**config.mk**
```make
export PLATFORM = sky130hd
export DESIGN_NAME = seq_divider
export DESIGN_NICKNAME = d
export VERILOG_FILES = /design/src/rtl/div_pkg.sv /design/src/rtl/div_step.sv /design/src/rtl/seq_divider.sv
export SDC_FILE = /design/constraint.sdc
export NUM_CORES = 1
export LEC_CHECK = 0
export ABC_AREA = 1
export CORE_ASPECT_RATIO = 0.8
export CORE_MARGIN = 5
export CORE_UTILIZATION = 40
export DETAILED_ROUTE_END_ITERATION = 8
export DONT_BUFFER_PORTS = 1
export GPL_ROUTABILITY_DRIVEN = 0
export PLACE_DENSITY = 0.65
export SETUP_SLACK_MARGIN = 0.2
export SYNTH_ARGS = -nofsm -noshare
export SYNTH_HDL_FRONTEND = slang
export SYNTH_SLANG_ARGS = --single-unit
```
**constraint.sdc**
```tcl
create_clock -name clk -period 4.3 [get_ports clk]
set_input_delay 0.43 -clock clk [delete_from_list [all_inputs] [get_ports clk]]
set_output_delay 0.43 -clock clk [all_outputs]
set_load 0.05 [all_outputs]
```
**src/rtl/div_pkg.sv**
```systemverilog
// Shared types and helpers for the sequential restoring divider.
package div_pkg;

    typedef enum logic [1:0] {
        IDLE = 2'd0,
        CALC = 2'd1,
        FIX  = 2'd2,
        DONE = 2'd3
    } div_state_t;

    localparam int MAX_WIDTH = 32;

    // Conditional two's-complement negate: the magnitude of a negative value,
    // or the re-signed form of a magnitude. Callers keep the low WIDTH bits.
    function automatic logic [MAX_WIDTH-1:0] twos_mag(input logic [MAX_WIDTH-1:0] v,
                                                      input logic neg);
        return neg ? (~v + 32'd1) : v;
    endfunction

endpackage

```
**src/rtl/div_step.sv**
```systemverilog
// One combinational restoring-division step: shift in a dividend bit, trial-subtract |B|.
module div_step #(
    parameter int WIDTH = 8
) (
    input  logic [WIDTH:0]   p,
    input  logic             dbit,
    input  logic [WIDTH-1:0] b,
    output logic [WIDTH:0]   p_next,
    output logic             q_bit
);

    logic [WIDTH+1:0] shifted;
    logic [WIDTH+1:0] trial;
    logic             unused_msb;

    // The extra top bit makes the trial's sign bit a clean "T < 0" indicator.
    always_comb begin
        shifted = {p, dbit};
        trial   = shifted - {2'b00, b};
        q_bit   = ~trial[WIDTH+1];
        p_next  = q_bit ? trial[WIDTH:0] : shifted[WIDTH:0];
    end

    assign unused_msb = shifted[WIDTH+1];

endmodule

```
**src/rtl/seq_divider.sv**
```systemverilog
// Multi-cycle restoring divider (unsigned/signed) with valid/ready on both sides.
module seq_divider
    import div_pkg::*;
#(
    parameter int WIDTH = 8
) (
    input  logic             clk,
    input  logic             rst,
    input  logic             in_valid,
    output logic             in_ready,
    input  logic [WIDTH-1:0] dividend,
    input  logic [WIDTH-1:0] divisor,
    input  logic             signed_mode,
    output logic             out_valid,
    input  logic             out_ready,
    output logic [WIDTH-1:0] quotient,
    output logic [WIDTH-1:0] remainder,
    output logic             div_by_zero,
    output logic             overflow,
    output div_state_t       dbg_state
);

    // Handshake: a transfer happens on a rising edge where valid && ready;
    // in_ready is high only in IDLE, out_valid only in DONE.
    localparam int CW = $clog2(WIDTH);

    div_state_t           state, state_next;
    logic [CW-1:0]        cnt;
    logic [WIDTH:0]       p, p_step;
    logic [WIDTH-1:0]     dq;
    logic [WIDTH-1:0]     b_mag;
    logic                 q_bit, sa, sb;
    logic                 b_zero, ovf_case;
    logic [MAX_WIDTH-1:0] a_mag32, b_mag32, q_fix32, r_fix32;
    logic                 unused_bits;

    assign in_ready  = (state == IDLE);
    assign out_valid = (state == DONE);
    assign dbg_state = state;

    assign b_zero   = (divisor == '0);
    assign ovf_case = signed_mode && (dividend == {1'b1, {(WIDTH-1){1'b0}}}) && (&divisor);

    assign a_mag32 = twos_mag(MAX_WIDTH'(dividend), signed_mode & dividend[WIDTH-1]);
    assign b_mag32 = twos_mag(MAX_WIDTH'(divisor), signed_mode & divisor[WIDTH-1]);
    assign q_fix32 = twos_mag(MAX_WIDTH'(dq), sa ^ sb);
    assign r_fix32 = twos_mag(MAX_WIDTH'(p[WIDTH-1:0]), sa);

    assign unused_bits = ^{a_mag32, b_mag32, q_fix32, r_fix32, p[WIDTH]};

    div_step #(.WIDTH(WIDTH)) u_step (
        .p      (p),
        .dbit   (dq[WIDTH-1]),
        .b      (b_mag),
        .p_next (p_step),
        .q_bit  (q_bit)
    );

    always_ff @(posedge clk or posedge rst) begin
        if (rst) state <= IDLE;
        else     state <= state_next;
    end

    always_comb begin
        state_next = state;
        case (state)
            IDLE:    if (in_valid) state_next = (b_zero || ovf_case) ? DONE : CALC;
            CALC:    if (cnt == '0) state_next = FIX;
            FIX:     state_next = DONE;
            DONE:    if (out_ready) state_next = IDLE;
            default: state_next = IDLE;
        endcase
    end

    // dq starts as |A| and fills with quotient bits from the LSB as A's bits shift out.
    always_ff @(posedge clk or posedge rst) begin
        if (rst) begin
            cnt         <= '0;
            p           <= '0;
            dq          <= '0;
            b_mag       <= '0;
            sa          <= 1'b0;
            sb          <= 1'b0;
            quotient    <= '0;
            remainder   <= '0;
            div_by_zero <= 1'b0;
            overflow    <= 1'b0;
        end else begin
            case (state)
                IDLE: if (in_valid) begin
                    sa    <= signed_mode & dividend[WIDTH-1];
                    sb    <= signed_mode & divisor[WIDTH-1];
                    p     <= '0;
                    dq    <= a_mag32[WIDTH-1:0];
                    b_mag <= b_mag32[WIDTH-1:0];
                    cnt   <= CW'(WIDTH-1);
                    if (b_zero) begin
                        quotient    <= '1;
                        remainder   <= dividend;
                        div_by_zero <= 1'b1;
                    end else if (ovf_case) begin
                        quotient  <= dividend;
                        remainder <= '0;
                        overflow  <= 1'b1;
                    end
                end
                CALC: begin
                    p  <= p_step;
                    dq <= {dq[WIDTH-2:0], q_bit};
                    if (cnt != '0) cnt <= cnt - CW'(1);
                end
                FIX: begin
                    quotient  <= q_fix32[WIDTH-1:0];
                    remainder <= r_fix32[WIDTH-1:0];
                end
                DONE: if (out_ready) begin
                    div_by_zero <= 1'b0;
                    overflow    <= 1'b0;
                end
                default: ;
            endcase
        end
    end

endmodule

```
Word-level counts from Yosys, hierarchy flattened
Index checks and enable logic that the tools add are counted.
{"block": "totals", "reg_bits": 50, "latchBits": 0, "ramBits": 0, "rom_bits": 0, "inputBits": 21, "out_inout_bits": 22, "mem_count": 0}
{"block": "classes", "add_sub_neg": 6, "n_mul": 0, "div_mod_pow": 0, "order_cmp": 0, "n_eq_ne": 12, "n_shift": 0, "n_mux": 33, "bitwise": 8, "reduce_logical": 18}
{"op": "$mux W8", "n": 11}
{"op": "$pmux W8 S2", "n": 3}
{"op": "$add A8 B1 Y8 const B", "n": 4}
{"op": "$not A8 Y8", "n": 4}
{"op": "$mux W9", "n": 2}
{"op": "$pmux W9 S2", "n": 1}
{"op": "$sub A10 B8 Y10", "n": 1}
{"op": "$reduce_and A3 Y1", "n": 3}
{"op": "$eq A8 B8 Y1 const B", "n": 1}
{"op": "$logic_not A8 Y1", "n": 1}
{"op": "$mux W2", "n": 4}
{"op": "$ne A2 B2 Y1 const B", "n": 4}
{"op": "$pmux W2 S4", "n": 1}
{"op": "$reduce_and A8 Y1", "n": 1}
{"op": "$mux W1", "n": 6}
{"op": "$mux W3", "n": 2}
{"op": "$ne A2 B1 Y1 const B", "n": 3}
{"op": "$pmux W3 S2", "n": 1}
{"op": "$reduce_bool A2 Y1", "n": 3}
{"op": "$reduce_and A5 Y1", "n": 1}
{"op": "$eq A2 B2 Y1 const B", "n": 2}
{"op": "$pmux W1 S2", "n": 2}
{"op": "$reduce_and A2 Y1", "n": 2}
{"op": "$reduce_and A4 Y1", "n": 1}
{"op": "11 further kinds", "n": 13}

Logic depth before layout (Yosys ltp)
Gate-level depths: netlist of the first run.
{"block": "logic_depth", "depth_word": 7, "depth_mapped": 13}

Modules after synthesis
From an unflattened synthesis of the first run, not the netlist that was laid out.
{"block": "unflattened", "cells_unflattened": 576, "area_unflattened_um2": 3906.2}
{"module": "seq_divider", "n_inst": 1, "cells_each": 444, "area_per_inst_um2": 3201.8, "seq_area_each_um2": 1251.2}
{"module": "div_step", "n_inst": 1, "cells_each": 132, "area_per_inst_um2": 704.4, "seq_area_each_um2": 0.0}

Worst setup path before layout of the first run
Ideal clock, no wire load.
{"block": "synth_timing", "path_type": "flip-flop to flip-flop", "startpoint": "reg state[0], in the netlist dbg_state[0]", "endpoint": "reg remainder[2]", "setup_ps": 118, "arrival_time_ps": 2203, "t_required_ps": 4182, "path_slack_ps": 1980, "stages_incl_launch_ff": 12, "n_path_buf": 1, "path_cell_list": "dfrtp_1 > inv_1 > ha_1 > inv_1 > or2_1 > inv_1 > nor2_1 > nand2_4 > inv_4 > buf_6 > nand2_1 > nand2_1"}
{"block": "synth_between", "elab_chain_len": 3, "elab_cells_between_ends": 7}
{"element": "start: declaration", "line": "seq_divider.sv:27", "text": "div_state_t state, state_next;"}
{"element": "start signal: assignment", "line": "seq_divider.sv:61", "text": "else state <= state_next;"}
{"element": "$logic_not A2 Y1 *"}
{"element": "net in_ready", "line": "seq_divider.sv:10", "text": "output logic in_ready,"}
{"element": "$ne A3 B1 Y1 (no source line) (tied with other cells)"}
{"element": "$reduce_and A3 Y1 (no source line)"}
{"element": "end signal: assignment", "line": "seq_divider.sv:99", "text": "remainder <= dividend;"}
{"element": "end signal: assignment", "line": "seq_divider.sv:114", "text": "remainder <= r_fix32[WIDTH-1:0];"}
{"element": "end: declaration", "line": "seq_divider.sv:17", "text": "output logic [WIDTH-1:0] remainder,"}
The timed path passes the listed nets; every way through them passes the cells marked *.
A chain may end at the register's enable or synchronous reset.

Worst setup path in the final report of the first run
{"block": "layout_timing", "startpoint": "reg state[1], in the netlist dbg_state[1]", "endpoint": "reg dq[2]"}
{"block": "layout_between", "elab_chain_len": 3, "elab_cells_between_ends": 6}
{"element": "$logic_not A2 Y1 *"}
{"element": "net in_ready", "line": "seq_divider.sv:10"}
{"element": "$ne A2 B2 Y1 (no source line) / $reduce_bool A2 Y1 (equally long branches)"}
{"element": "$reduce_and A2 Y1 (no source line)"}
{"element": "end signal: assignment", "line": "seq_divider.sv:94", "text": "dq <= a_mag32[WIDTH-1:0];"}
{"element": "end signal: assignment", "line": "seq_divider.sv:109", "text": "dq <= {dq[WIDTH-2:0], q_bit};"}
{"element": "end: declaration", "line": "seq_divider.sv:30", "text": "logic [WIDTH-1:0] dq;"}
Marked as above.

==> metrics.txt, run 1 <==
# TYPE chip_impl_metric gauge
chip_impl_info{name="run_status",value="finished clean"} 1
chip_impl_info{name="cts_tree",value="yes"} 1
chip_impl_metric{name="number_of_rows_in_the_core_area",unit=""} 30
chip_impl_metric{name="clock_insertion_delay_worst_skew",unit="ns"} 0.31
chip_impl_metric{name="clk_pin_slew_worst_paths",unit="ns"} 0.10
chip_impl_info{name="crit_path_top_delay_cell",value="a21oi_1"} 1
chip_impl_metric{name="height_of_the_die",unit="um"} 94.6
chip_impl_metric{name="finalMaxSlewViolations",unit=""} 0
chip_impl_metric{name="hold_buffers",unit=""} 0
chip_impl_metric{name="timing_worst_slew_pin_value",unit="ns"} 1.04
chip_impl_metric{name="static_power_due_to_leakage",unit="nW"} 1.99
chip_impl_metric{name="timing_hold_violations_final",unit=""} 0
chip_impl_metric{name="remaining_drc_errors",unit=""} 0
chip_impl_metric{name="max-clock-path-buffers",unit=""} 2
chip_impl_metric{name="critical_path_buf_inv_count",unit=""} 3
chip_impl_info{name="hold_path_class",value="in2async"} 1
chip_impl_metric{name="die_w",unit="um"} 116
chip_impl_metric{name="post-cts-setup-buffer-count",unit=""} 0
chip_impl_metric{name="globalRouteTotalUtil",unit="%"} 17.0
chip_impl_metric{name="drive_gt1_share",unit="%"} 4.05
chip_impl_metric{name="post_cts.resized_instances",unit=""} 0
chip_impl_metric{name="antenna_found_initial",unit=""} 0
chip_impl_metric{name="synth_cells",unit=""} 524
chip_impl_metric{name="io_pins",unit=""} 43
chip_impl_metric{name="max_freq",unit="GHz"} 0.278
chip_impl_metric{name="detailed_place_hpwl",unit="um"} 7080
chip_impl_metric{name="power.density_cell_area",unit="nW/um^2"} 896
chip_impl_info{name="critPathMostFrequentCell",value="inv_1"} 1
chip_impl_metric{name="grt_start_max_net_pins",unit=""} 51
chip_impl_metric{name="layout.cells.non_filler",unit=""} 631
chip_impl_metric{name="drtPass1Iterations",unit=""} 5
chip_impl_info{name="list_of_cells_traversed_by_the_critical_path",value="inv_1, ha_1, nand2_1, inv_1, a21oi_1, inv_1, o211ai_1, o21ai_0"} 1
chip_impl_info{name="timing_worst_setup_path_type",value="reg2reg"} 1
chip_impl_metric{name="period_share",unit="%"} 83.8
chip_impl_metric{name="via_count",unit=""} 3317
chip_impl_metric{name="area_delta_synth_final",unit="%"} 5.95
chip_impl_metric{name="path_max_fanout",unit=""} 20
chip_impl_metric{name="drt_first_iter_violations",unit=""} 228
chip_impl_metric{name="n_antenna_cell",unit=""} 0
chip_impl_metric{name="synth_nets",unit=""} 565
chip_impl_metric{name="final.setup_skew",unit="ns"} 0.00508
chip_impl_metric{name="worst-endpoint-arrival",unit="ns"} 3.79
chip_impl_metric{name="core_area",unit="um^2"} 8600
chip_impl_info{name="element_type_at_the_critical_path_start",value="flip-flop"} 1
chip_impl_metric{name="num-fill-cells",unit=""} 908
chip_impl_metric{name="fin_tns_setup",unit="ns"} 0
chip_impl_metric{name="post-layout-total-power",unit="mW"} 3.39
chip_impl_metric{name="netlist-cell-type-count",unit=""} 33
chip_impl_info{name="worstSetupEndpointType",value="flip-flop"} 1
chip_impl_metric{name="slew_headroom",unit="%"} 30.2
chip_impl_metric{name="detail_route.wl_per_cell",unit="um"} 14.4
chip_impl_info{name="maxUsedRoutingLayer",value="met4"} 1
chip_impl_info{name="root_buffer_selected_by_cts",value="clkbuf_8"} 1
chip_impl_metric{name="synth_seq_area_share",unit="%"} 35.0
chip_impl_metric{name="cts.htree.levels",unit=""} 2
chip_impl_metric{name="worst_ir_drop_vdd",unit="V"} 0.000543
chip_impl_metric{name="die-area",unit="um^2"} 10900
chip_impl_metric{name="asyncSetResetFlopFracSynth",unit="%"} 100
chip_impl_metric{name="detailroute.wirelength.met3",unit="um"} 742
chip_impl_metric{name="met2_length",unit="um"} 3610
chip_impl_metric{name="critical-path-max-stage-delay",unit="ns"} 0.78
chip_impl_info{name="synth_top_cells_by_area",value="dfrtp_1 35%, nand2_1 17%, nand3_1 8.3%"} 1
chip_impl_metric{name="cap_viol_max_count",unit=""} 0
chip_impl_info{name="timing.critical_path.max_delay_family",value="compound AO/OA/AOI/OAI gates"} 1
chip_impl_metric{name="grt_pass1_wl",unit="um"} 15000
chip_impl_info{name="netlist.top_cell.by_area",value="dfrtp_1"} 1
chip_impl_metric{name="drt-met1-wl",unit="um"} 4690
chip_impl_info{name="setup_repair_after_global_routing_missed_its_margin",value="false"} 1
chip_impl_metric{name="tritoncts.num_buffers",unit=""} 5
chip_impl_metric{name="io_buffer_count",unit=""} 0
chip_impl_metric{name="floorplan.initialDensity",unit="%"} 41.6
chip_impl_metric{name="grt_overflow_total",unit=""} 0
chip_impl_metric{name="place_inst",unit=""} 623
chip_impl_metric{name="placed_cell_area",unit="um^2"} 3650
chip_impl_metric{name="detail_route.vias_per_cell",unit=""} 5.26
chip_impl_metric{name="synth_top_cell_area_share",unit="%"} 35.0
chip_impl_info{name="synth_ff_type",value="dfrtp_1"} 1
chip_impl_metric{name="finalWirelength",unit="um"} 9110
chip_impl_metric{name="design.final.nets",unit=""} 559
chip_impl_metric{name="finalSetupViolations",unit=""} 0
chip_impl_metric{name="timing.final.crit_period",unit="ns"} 3.60
chip_impl_metric{name="cp_data_required_time",unit="ns"} 4.49
chip_impl_metric{name="final_antenna_net_count",unit=""} 0
chip_impl_metric{name="syn_area_per_cell",unit="um^2"} 6.82
chip_impl_metric{name="via_count_of_the_first_global_routing_pass",unit=""} 3110
chip_impl_metric{name="cts_num_sinks",unit=""} 50
chip_impl_metric{name="netlist_area_before_placement",unit="um^2"} 3580
chip_impl_metric{name="yosys_register_bits",unit=""} 50
chip_impl_metric{name="synthesis.yosys.warnings",unit=""} 0
chip_impl_metric{name="synth-edff-count",unit=""} 0
chip_impl_metric{name="finalInstanceArea",unit="um^2"} 3790
[cells in the mapped netlist (2+ instances only)]
cell	count
dfrtp_1	50
ha_1	19
nand2_2	4
a22oi_1	4
nor3_1	8
o211ai_1	4
buf_2	4
xor2_1	8
nor2_1	25
inv_1	71
nand4_2	2
a21oi_1	23
or2_1	2
o22ai_1	3
clkbuf_1	6
nand3_1	59
nand3b_1	5
nand2_1	163
o21ai_0	50
[final cells by class]
type | count | area [um^2] | area share, %
Multi-Input combinational cell | 388 | 1980 | 52.3
Sequential cell | 50 | 1250 | 33.0
Inverter | 73 | 278 | 7.33
Tap cell | 112 | 140 | 3.70
Clock buffer | 5 | 68.8 | 1.82
Clock inverter | 3 | 68.8 | 1.82
[cells in the final DEF, fill, tap and decap left out, drive strengths merged, types with 4 or more instances in the layout]
master	n
nand2	168
inv	72
nand3	60
o21ai	50
dfrtp	50
nor2	25
a21oi	23
ha	19
nor3	9
xor2	8
nand3b	5
clkbuf	5
o211ai	4
a22oi	4
[stage by stage]
stage,util (%),setup slack (ns),hold WS [ns]
after global routing,44.1,0.367,0.318
after floorplan,-,1.98,0.453
after CTS,44.1,0.730,0.283
after global placement,42.5,0.879,0.469
after detailed placement,42.5,0.762,0.485
final,44.1,0.697,0.240
[metal layers]
layer / track usage (%) / vias up
met5: 0 / -
met4: 3.00 / 0
met3: 4.87 / 11
met2: 25.0 / 104
met1: 25.1 / 1516
li1: - / 1686
[flip-flops by register name, indices dropped and copies added (netlist names)]
name,count
overflow,1
div_by_zero,1
cnt,3
b_mag,8
sb,1
dbg_state,2
quotient,8
p,9
dq,8
remainder,8
sa,1
[path summary, 6_finish.rpt]
check,to,slack [ns],from,cells after the start
worst max-delay path,dq[2]$_DFFE_PP0P_,0.70,dbg_state[1]$_DFFE_PP0P_,8
worst min-delay path,dbg_state[0]$_DFFE_PP0P_,0.24,rst,1
worst max register to register,dq[2]$_DFFE_PP0P_,0.70,dbg_state[1]$_DFFE_PP0P_,8
worst min register to register,b_mag[6]$_DFFE_PP0P_,0.50,b_mag[6]$_DFFE_PP0P_,2
max in group asynchronous,remainder[2]$_DFFE_PP0P_,3.41,rst,1
min in group clk,b_mag[0]$_DFFE_PP0P_,0.29,divisor[0],2
[cells by family (layout without fill, tap and decap cells)]
group           count (synthesis)  in the layout  synth area share (%)
simple gates                  273            273                  33.1
compound gates                 86             86                  12.9
buf+inv                        86             81                  9.59
flops                          50             50                  35.0
fa+ha+maj                      20             20                  7.21
xor+xnor                        9              9                  2.20
[power breakdown]
part | internal (mW) | total [mW] | switching, mW
sequential | 0.682 | 1.15 | 0.473
clock | 0.233 | 0.402 | 0.169
combinational | 0.615 | 1.84 | 1.22
total | 1.53 | 3.39 | 1.86
No activity file was read; power rests on OpenSTA's default activity.
==> run 2, diff against run 1 <==
--- a/config.mk
+++ b/config.mk
@@ -12,7 +12,7 @@
 export DETAILED_ROUTE_END_ITERATION = 8
 export DONT_BUFFER_PORTS = 1
 export GPL_ROUTABILITY_DRIVEN = 0
-export PLACE_DENSITY = 0.65
+export PLACE_DENSITY = 0.67
 export SETUP_SLACK_MARGIN = 0.2
 export SYNTH_ARGS = -nofsm -noshare
 export SYNTH_HDL_FRONTEND = slang
==> constraint.sdc (replaced) <==
create_clock -name clk -period 2.99 [get_ports clk]
set_input_delay 0.299 -clock clk [delete_from_list [all_inputs] [get_ports clk]]
set_output_delay 0.299 -clock clk [all_outputs]
set_load 0.05 [all_outputs]
==> metrics.txt, run 2 (synthesized netlist as in run 1, its figures left out) <==
# TYPE chip_impl_metric gauge
chip_impl_metric{name="final.setup_skew",unit="ns"} 0.0118
chip_impl_metric{name="layout.cells.non_filler",unit=""} 639
chip_impl_metric{name="finalMaxSlewViolations",unit=""} 0
chip_impl_metric{name="number_of_rows_in_the_core_area",unit=""} 30
chip_impl_metric{name="placed_cell_area",unit="um^2"} 3710
chip_impl_metric{name="detail_route.wl_per_cell",unit="um"} 14.4
chip_impl_metric{name="area_of_the_multi_input_gates",unit="um^2"} 1980
chip_impl_metric{name="fin_tns_setup",unit="ns"} 0
chip_impl_metric{name="tritoncts.num_buffers",unit=""} 5
chip_impl_metric{name="remaining_drc_errors",unit=""} 0
chip_impl_metric{name="io_pins",unit=""} 43
chip_impl_metric{name="timing_worst_slew_pin_value",unit="ns"} 0.755
chip_impl_metric{name="drt_first_iter_violations",unit=""} 257
chip_impl_metric{name="path_max_fanout",unit=""} 19
chip_impl_metric{name="floorplan.initialDensity",unit="%"} 41.6
chip_impl_info{name="root_buffer_selected_by_cts",value="clkbuf_8"} 1
chip_impl_metric{name="max-clock-path-buffers",unit=""} 2
chip_impl_metric{name="final_antenna_net_count",unit=""} 0
chip_impl_metric{name="detail_route.vias_per_cell",unit=""} 5.28
chip_impl_metric{name="period_share",unit="%"} 76.6
chip_impl_metric{name="drive_gt1_share",unit="%"} 5.12
chip_impl_info{name="cts_tree",value="yes"} 1
chip_impl_info{name="mostFrequentLayoutCell",value="nand2_1"} 1
chip_impl_metric{name="finalWirelength",unit="um"} 9220
chip_impl_metric{name="height_of_the_die",unit="um"} 94.6
chip_impl_metric{name="cp_data_required_time",unit="ns"} 3.20
chip_impl_metric{name="post_cts.resized_instances",unit=""} 0
chip_impl_metric{name="via_count_of_the_first_global_routing_pass",unit=""} 3145
chip_impl_metric{name="grt_start_max_net_pins",unit=""} 32
chip_impl_metric{name="clock_insertion_delay_worst_skew",unit="ns"} 0.32
chip_impl_info{name="most-common-layout-cells",value="163 x nand2_1, 70 x inv_1, 59 x nand3_1"} 1
chip_impl_metric{name="antenna_found_initial",unit=""} 0
chip_impl_metric{name="ff_latch_area",unit="um^2"} 1250
chip_impl_metric{name="num-fill-cells",unit=""} 899
chip_impl_info{name="element_type_at_the_critical_path_start",value="flip-flop"} 1
chip_impl_info{name="setup_repair_after_global_routing_missed_its_margin",value="false"} 1
chip_impl_metric{name="clk_pin_slew_worst_paths",unit="ns"} 0.09
chip_impl_metric{name="area_delta_synth_final",unit="%"} 6.30
chip_impl_metric{name="grt_pass1_wl",unit="um"} 15500
chip_impl_metric{name="finalSetupViolations",unit=""} 0
chip_impl_info{name="hold_path_class",value="in2reg"} 1
chip_impl_metric{name="finalInstanceArea",unit="um^2"} 3800
chip_impl_metric{name="worst_ir_drop_vdd",unit="V"} 0.000823
chip_impl_metric{name="timing_hold_violations_final",unit=""} 0
chip_impl_metric{name="static_power_due_to_leakage",unit="nW"} 2.00
chip_impl_metric{name="io_buffer_count",unit=""} 0
chip_impl_metric{name="worst-endpoint-arrival",unit="ns"} 2.50
chip_impl_metric{name="globalRouteTotalUtil",unit="%"} 17.7
chip_impl_info{name="top_register",value="p"} 1
chip_impl_metric{name="largest_register_ffs",unit=""} 9
chip_impl_metric{name="drtPass1Iterations",unit=""} 5
chip_impl_metric{name="n_antenna_cell",unit=""} 0
chip_impl_metric{name="timing.final.crit_period",unit="ns"} 2.29
chip_impl_info{name="worstSetupEndpointType",value="flip-flop"} 1
chip_impl_metric{name="max_freq",unit="GHz"} 0.436
chip_impl_metric{name="power.density_cell_area",unit="nW/um^2"} 1250
chip_impl_metric{name="detailed_place_hpwl",unit="um"} 7250
chip_impl_metric{name="slew_headroom",unit="%"} 49.5
chip_impl_info{name="timing_worst_setup_path_type",value="reg2reg"} 1
chip_impl_metric{name="design.final.nets",unit=""} 568
chip_impl_metric{name="core_area",unit="um^2"} 8600
chip_impl_metric{name="place_inst",unit=""} 631
chip_impl_metric{name="via_count",unit=""} 3372
chip_impl_info{name="run_status",value="finished clean"} 1
chip_impl_metric{name="die-area",unit="um^2"} 10900
chip_impl_metric{name="cap_viol_max_count",unit=""} 0
chip_impl_metric{name="cts_num_sinks",unit=""} 50
chip_impl_metric{name="die_w",unit="um"} 116
chip_impl_metric{name="grt_overflow_total",unit=""} 0
chip_impl_metric{name="post-cts-setup-buffer-count",unit=""} 0
chip_impl_metric{name="cts.htree.levels",unit=""} 2
run 2: changes by cell type in the layout (fill, tap and decap cells not counted):
cell | previous run | this run
clkinvlp_4 | 0 | 1
dlygate4sd3_1 | 0 | 1
clkinv_4 | 1 | 0
bufinv_16 | 2 | 0
clkbuf_1 | 0 | 1
buf_4 | 0 | 8
run 2: report_power, final:
| group | total [mW] | leakage, nW | switching, mW | internal [mW] |
|---|---|---|---|---|
| Combinational | 2.77 | 1.34 | 1.84 | 0.925 |
| Clock | 0.389 | 0.0373 | 0.228 | 0.161 |
| Sequential | 1.60 | 0.630 | 0.619 | 0.981 |
run 2: final cells by class:
| class | count | area share (%) |
|---|---|---|
| Inverter | 73 | 7.31 |
| Sequential cell | 50 | 32.9 |
| Clock inverter | 1 | 0.197 |
| Timing Repair Buffer | 9 | 1.84 |
| Clock buffer | 6 | 1.91 |
| Multi-Input combinational cell | 388 | 52.1 |
| Tap cell | 112 | 3.69 |
run 2: path summary, 6_finish.rpt:
| path | start | end | slack [ns] | cells past startpoint |
|---|---|---|---|---|
| max | dbg_state[1]$_DFFE_PP0P_ | remainder[4]$_DFFE_PP0P_ | 0.70 | 10 |
| min | signed_mode | sa$_DFFE_PP0P_ | 0.16 | 2 |
| max reg2reg | dbg_state[1]$_DFFE_PP0P_ | remainder[4]$_DFFE_PP0P_ | 0.70 | 10 |
| min reg2reg | b_mag[5]$_DFFE_PP0P_ | b_mag[5]$_DFFE_PP0P_ | 0.50 | 2 |
| max in group asynchronous | rst | quotient[3]$_DFFE_PP0P_ | 1.71 | 3 |
| min in group asynchronous | rst | overflow$_DFFE_PP0P_ | 0.53 | 2 |
run 2: worst max-delay path, stage by stage, from the launching register on:
cell and delay (ns):
dfrtp_1 0.39, inv_1 0.08, ha_1 0.59, inv_1 0.21, or2_1 0.28, inv_1 0.08
nor2_1 0.07, nand2_4 0.21, inv_4 0.11, nand2_1 0.09, nand2_1 0.06
run 2: per-layer routing:
metal  part of all wire [%]  track usage, %  wire (um)  vias to the layer above
li1                       -               -          -                     1697
met1                     50            26.6       4620                     1532
met2                     40            24.9       3670                      135
met3                    9.4            5.77        869                        8
met4                   0.67            3.48         62                        0
met5                      0               0          0                        -
run 2: timing repair:
action	CTS	global route
hold buffers	1	0
endpoints found under the setup margin	0	0
hold endpoints to repair	30	0
run 2: through the flow:
step           power (mW)  setup slack (ns)  util [%]  hold slack [ns]
3_3_place_gp         4.27             0.829      43.2            0.320
2_1_floorplan        3.75             0.670         -            0.453
6_report             4.76             0.699      44.2            0.159
5_1_grt              5.25             0.453      44.2            0.149
4_1_cts              4.75             0.703      44.2            0.148
3_5_place_dp         4.35             0.729      43.2            0.327
==> edit (flow settings as in run 2) <==
Reset style: synchronous (`rst`), changed in 2 clocked blocks.
--- a/src/rtl/seq_divider.sv
+++ b/src/rtl/seq_divider.sv
@@ -58,3 +58,3 @@
 
-    always_ff @(posedge clk or posedge rst) begin
+    always_ff @(posedge clk) begin
         if (rst) state <= IDLE;
@@ -75,3 +75,3 @@
     // dq starts as |A| and fills with quotient bits from the LSB as A's bits shift out.
-    always_ff @(posedge clk or posedge rst) begin
+    always_ff @(posedge clk) begin
         if (rst) begin
Formal check against the unedited RTL: differs if rst is asserted again (counterexample within 4 cycles, from zero or initial values and one cycle with rst high); with rst held inactive, the same outputs for 10 cycles.
==> edit against run 2 <==
Worst hold slack got worse by 130 ps; area after synthesis shrank 1.1%; setup slack worse by 58 ps; cell area decreased by 1.6%; sequential cell count unchanged; utilization fell by 0.51 points; routed wire length fell by 0.53%; global-route usage fell by 0.70 points; die area shrank 1.0%; synthesized cell count increased by 5.9%; first-iteration DRC count down 16%; largest cell class unchanged; highest routed layer unchanged.
Power is left out: the tool's default activity adds up to more than one toggle a clock period on the data nets, which glitch-free logic cannot reach.
==> edit: results (changes against run 2) <==
| Metric | Value |
|---|---|
| Total Nets Final | 595 (was 568) |
| Top fanout value on the critical path | 18 (was 19) |
| Largest Register | p (unchanged) |
| Clk buf depth | 2 (unchanged) |
| Cell family with most CP delay | buffers and inverters (was simple AND/OR/NAND/NOR gates) |
| Warnings from Yosys | 0 (unchanged) |
| Worst clock skew | 7.25 ps (was 11.8 ps) |
| Critical path's largest stage delay | 490 ps (was 590 ps) |
| Top FF cell, synth | dfxtp_1 (was dfrtp_1) |
| Outcome | finished clean (unchanged) |
| Postcts setup bufs | 0 (unchanged) |
| WL final | 9.17 mm (was 9.22 mm) |
| Global-route wire length before repair | 14.9 mm (was 15.5 mm) |
| Post-synthesis mux area share | 0% (unchanged) |
| Commonest cells in the netlist | nand2_1, inv_1, nand3_1 (unchanged) |
| Synth Area in Adders | 7.29% (was 7.21%) |
| Ant. Diodes | 0 (unchanged) |
| Initial DRC count | 217 (was 257) |
| HP Class | input port to flop (unchanged) |
| Clock buffer count from CTS | 5 (unchanged) |
| Vias in the first global route | 3122 (was 3145) |
| Largest net degree at the start of global routing | 29 (was 32) |
| Ys async rst share | 0% (was 100%) |
| Max stage delay cell, worst path | clkinv_1 (was ha_1) |
| Max FFs per register | 9 (unchanged) |
| Total number of vias | 3525 (was 3372) |
| IO buf count | 0 (unchanged) |
| Post-synthesis xor/xnor area fraction | 2.69% (was 2.20%) |
| Remaining global-route overflow | 0 (unchanged) |
| Complex-gate fraction of the synthesized area | 18.5% (was 12.9%) |
| Top area cells in the synthesized netlist | dfxtp_1, nand2_1, inv_1 (was dfrtp_1, nand2_1, nand3_1) |
| Total global-route track usage | 17.0% (was 17.7%) |
| Initial antenna violation count | 0 (unchanged) |
| Worst-margin pin slew | 752 ps (was 755 ps) |
| Post-DP HPWL | 7.14 mm (was 7.25 mm) |
| Post-CTS sizing | 0 (unchanged) |
| Clock transition at path regs | 100 ps |
| Layout cells sized above 1 | 6.85% (was 5.12%) |
| TritonRoute pass-1 iters | 6 (was 5) |
| Worst EP arrival | 2610 ps (was 2500 ps) |
| Clk_lat worst skew | 320 ps (about the same) |
| Sequential share of the synthesized area | 28.3% (was 35.0%) |
| Post-synth cell types | 40 (was 33) |
| Root buffer cell | clkbuf_8 (unchanged) |
| CTS H-tree depth | 2 (unchanged) |
-- edit: cell types whose count changed after synthesis, moves of 5 or more --
cell	before	now
o21ai_0	50	39
nand2_1	163	125
dfrtp_1	50	0
nor2_1	25	44
o21ai_1	0	5
inv_1	71	81
dfxtp_1	0	50
a21oi_1	23	54
-- edit: through the flow --
step,hold WS [ps],instances,util [%],instance area [um2],setup slack [ps]
floorplan,378,555,-,3540,742
global placement,374,659,42.7,3650,750
detailed placement,378,659,42.7,3650,692
CTS,14.0,667,43.7,3740,647
global route,4.72,667,43.7,3740,392
finish,31.4,667,43.7,3740,641
-- edit: cells by family (layout without fill, tap and decap cells) --
group / count (synthesis) / after routing
xor+xnor: 10 / 10
compound gates: 119 / 119
simple gates: 253 / 253
buf+inv: 103 / 103
fa+ha+maj: 20 / 20
flops: 50 / 50
-- edit: per-layer routing --
metal,global-route usage [%],vias up,routed length (um)
met3,4.76,12,903
met2,22.8,133,3520
li1,-,1814,-
met4,4.89,0,114
met1,25.9,1566,4640
met5,0,-,0
-- edit: final timing paths --
| kind | startpoint | endpoint | slack, ps | depth (start not counted) |
|---|---|---|---|---|
| setup / recovery | dbg_state[0] | remainder[2] | 640 | 9 |
| hold / removal | rst | p[2] | 30 | 1 |
| setup reg to reg | dbg_state[0] | remainder[2] | 640 | 9 |
| hold reg to reg | cnt[0] | cnt[0] | 490 | 1 |
-- edit: area by class of cell --
class | count | area (um2)
Fill cell | 909 | 4820
Inverter | 88 | 332
Timing Repair Buffer | 7 | 52.6
Multi-Input combinational cell | 402 | 2130
Clock buffer | 5 | 68.8
Clock inverter | 3 | 21.3
Sequential cell | 50 | 1000
Tap cell | 112 | 140
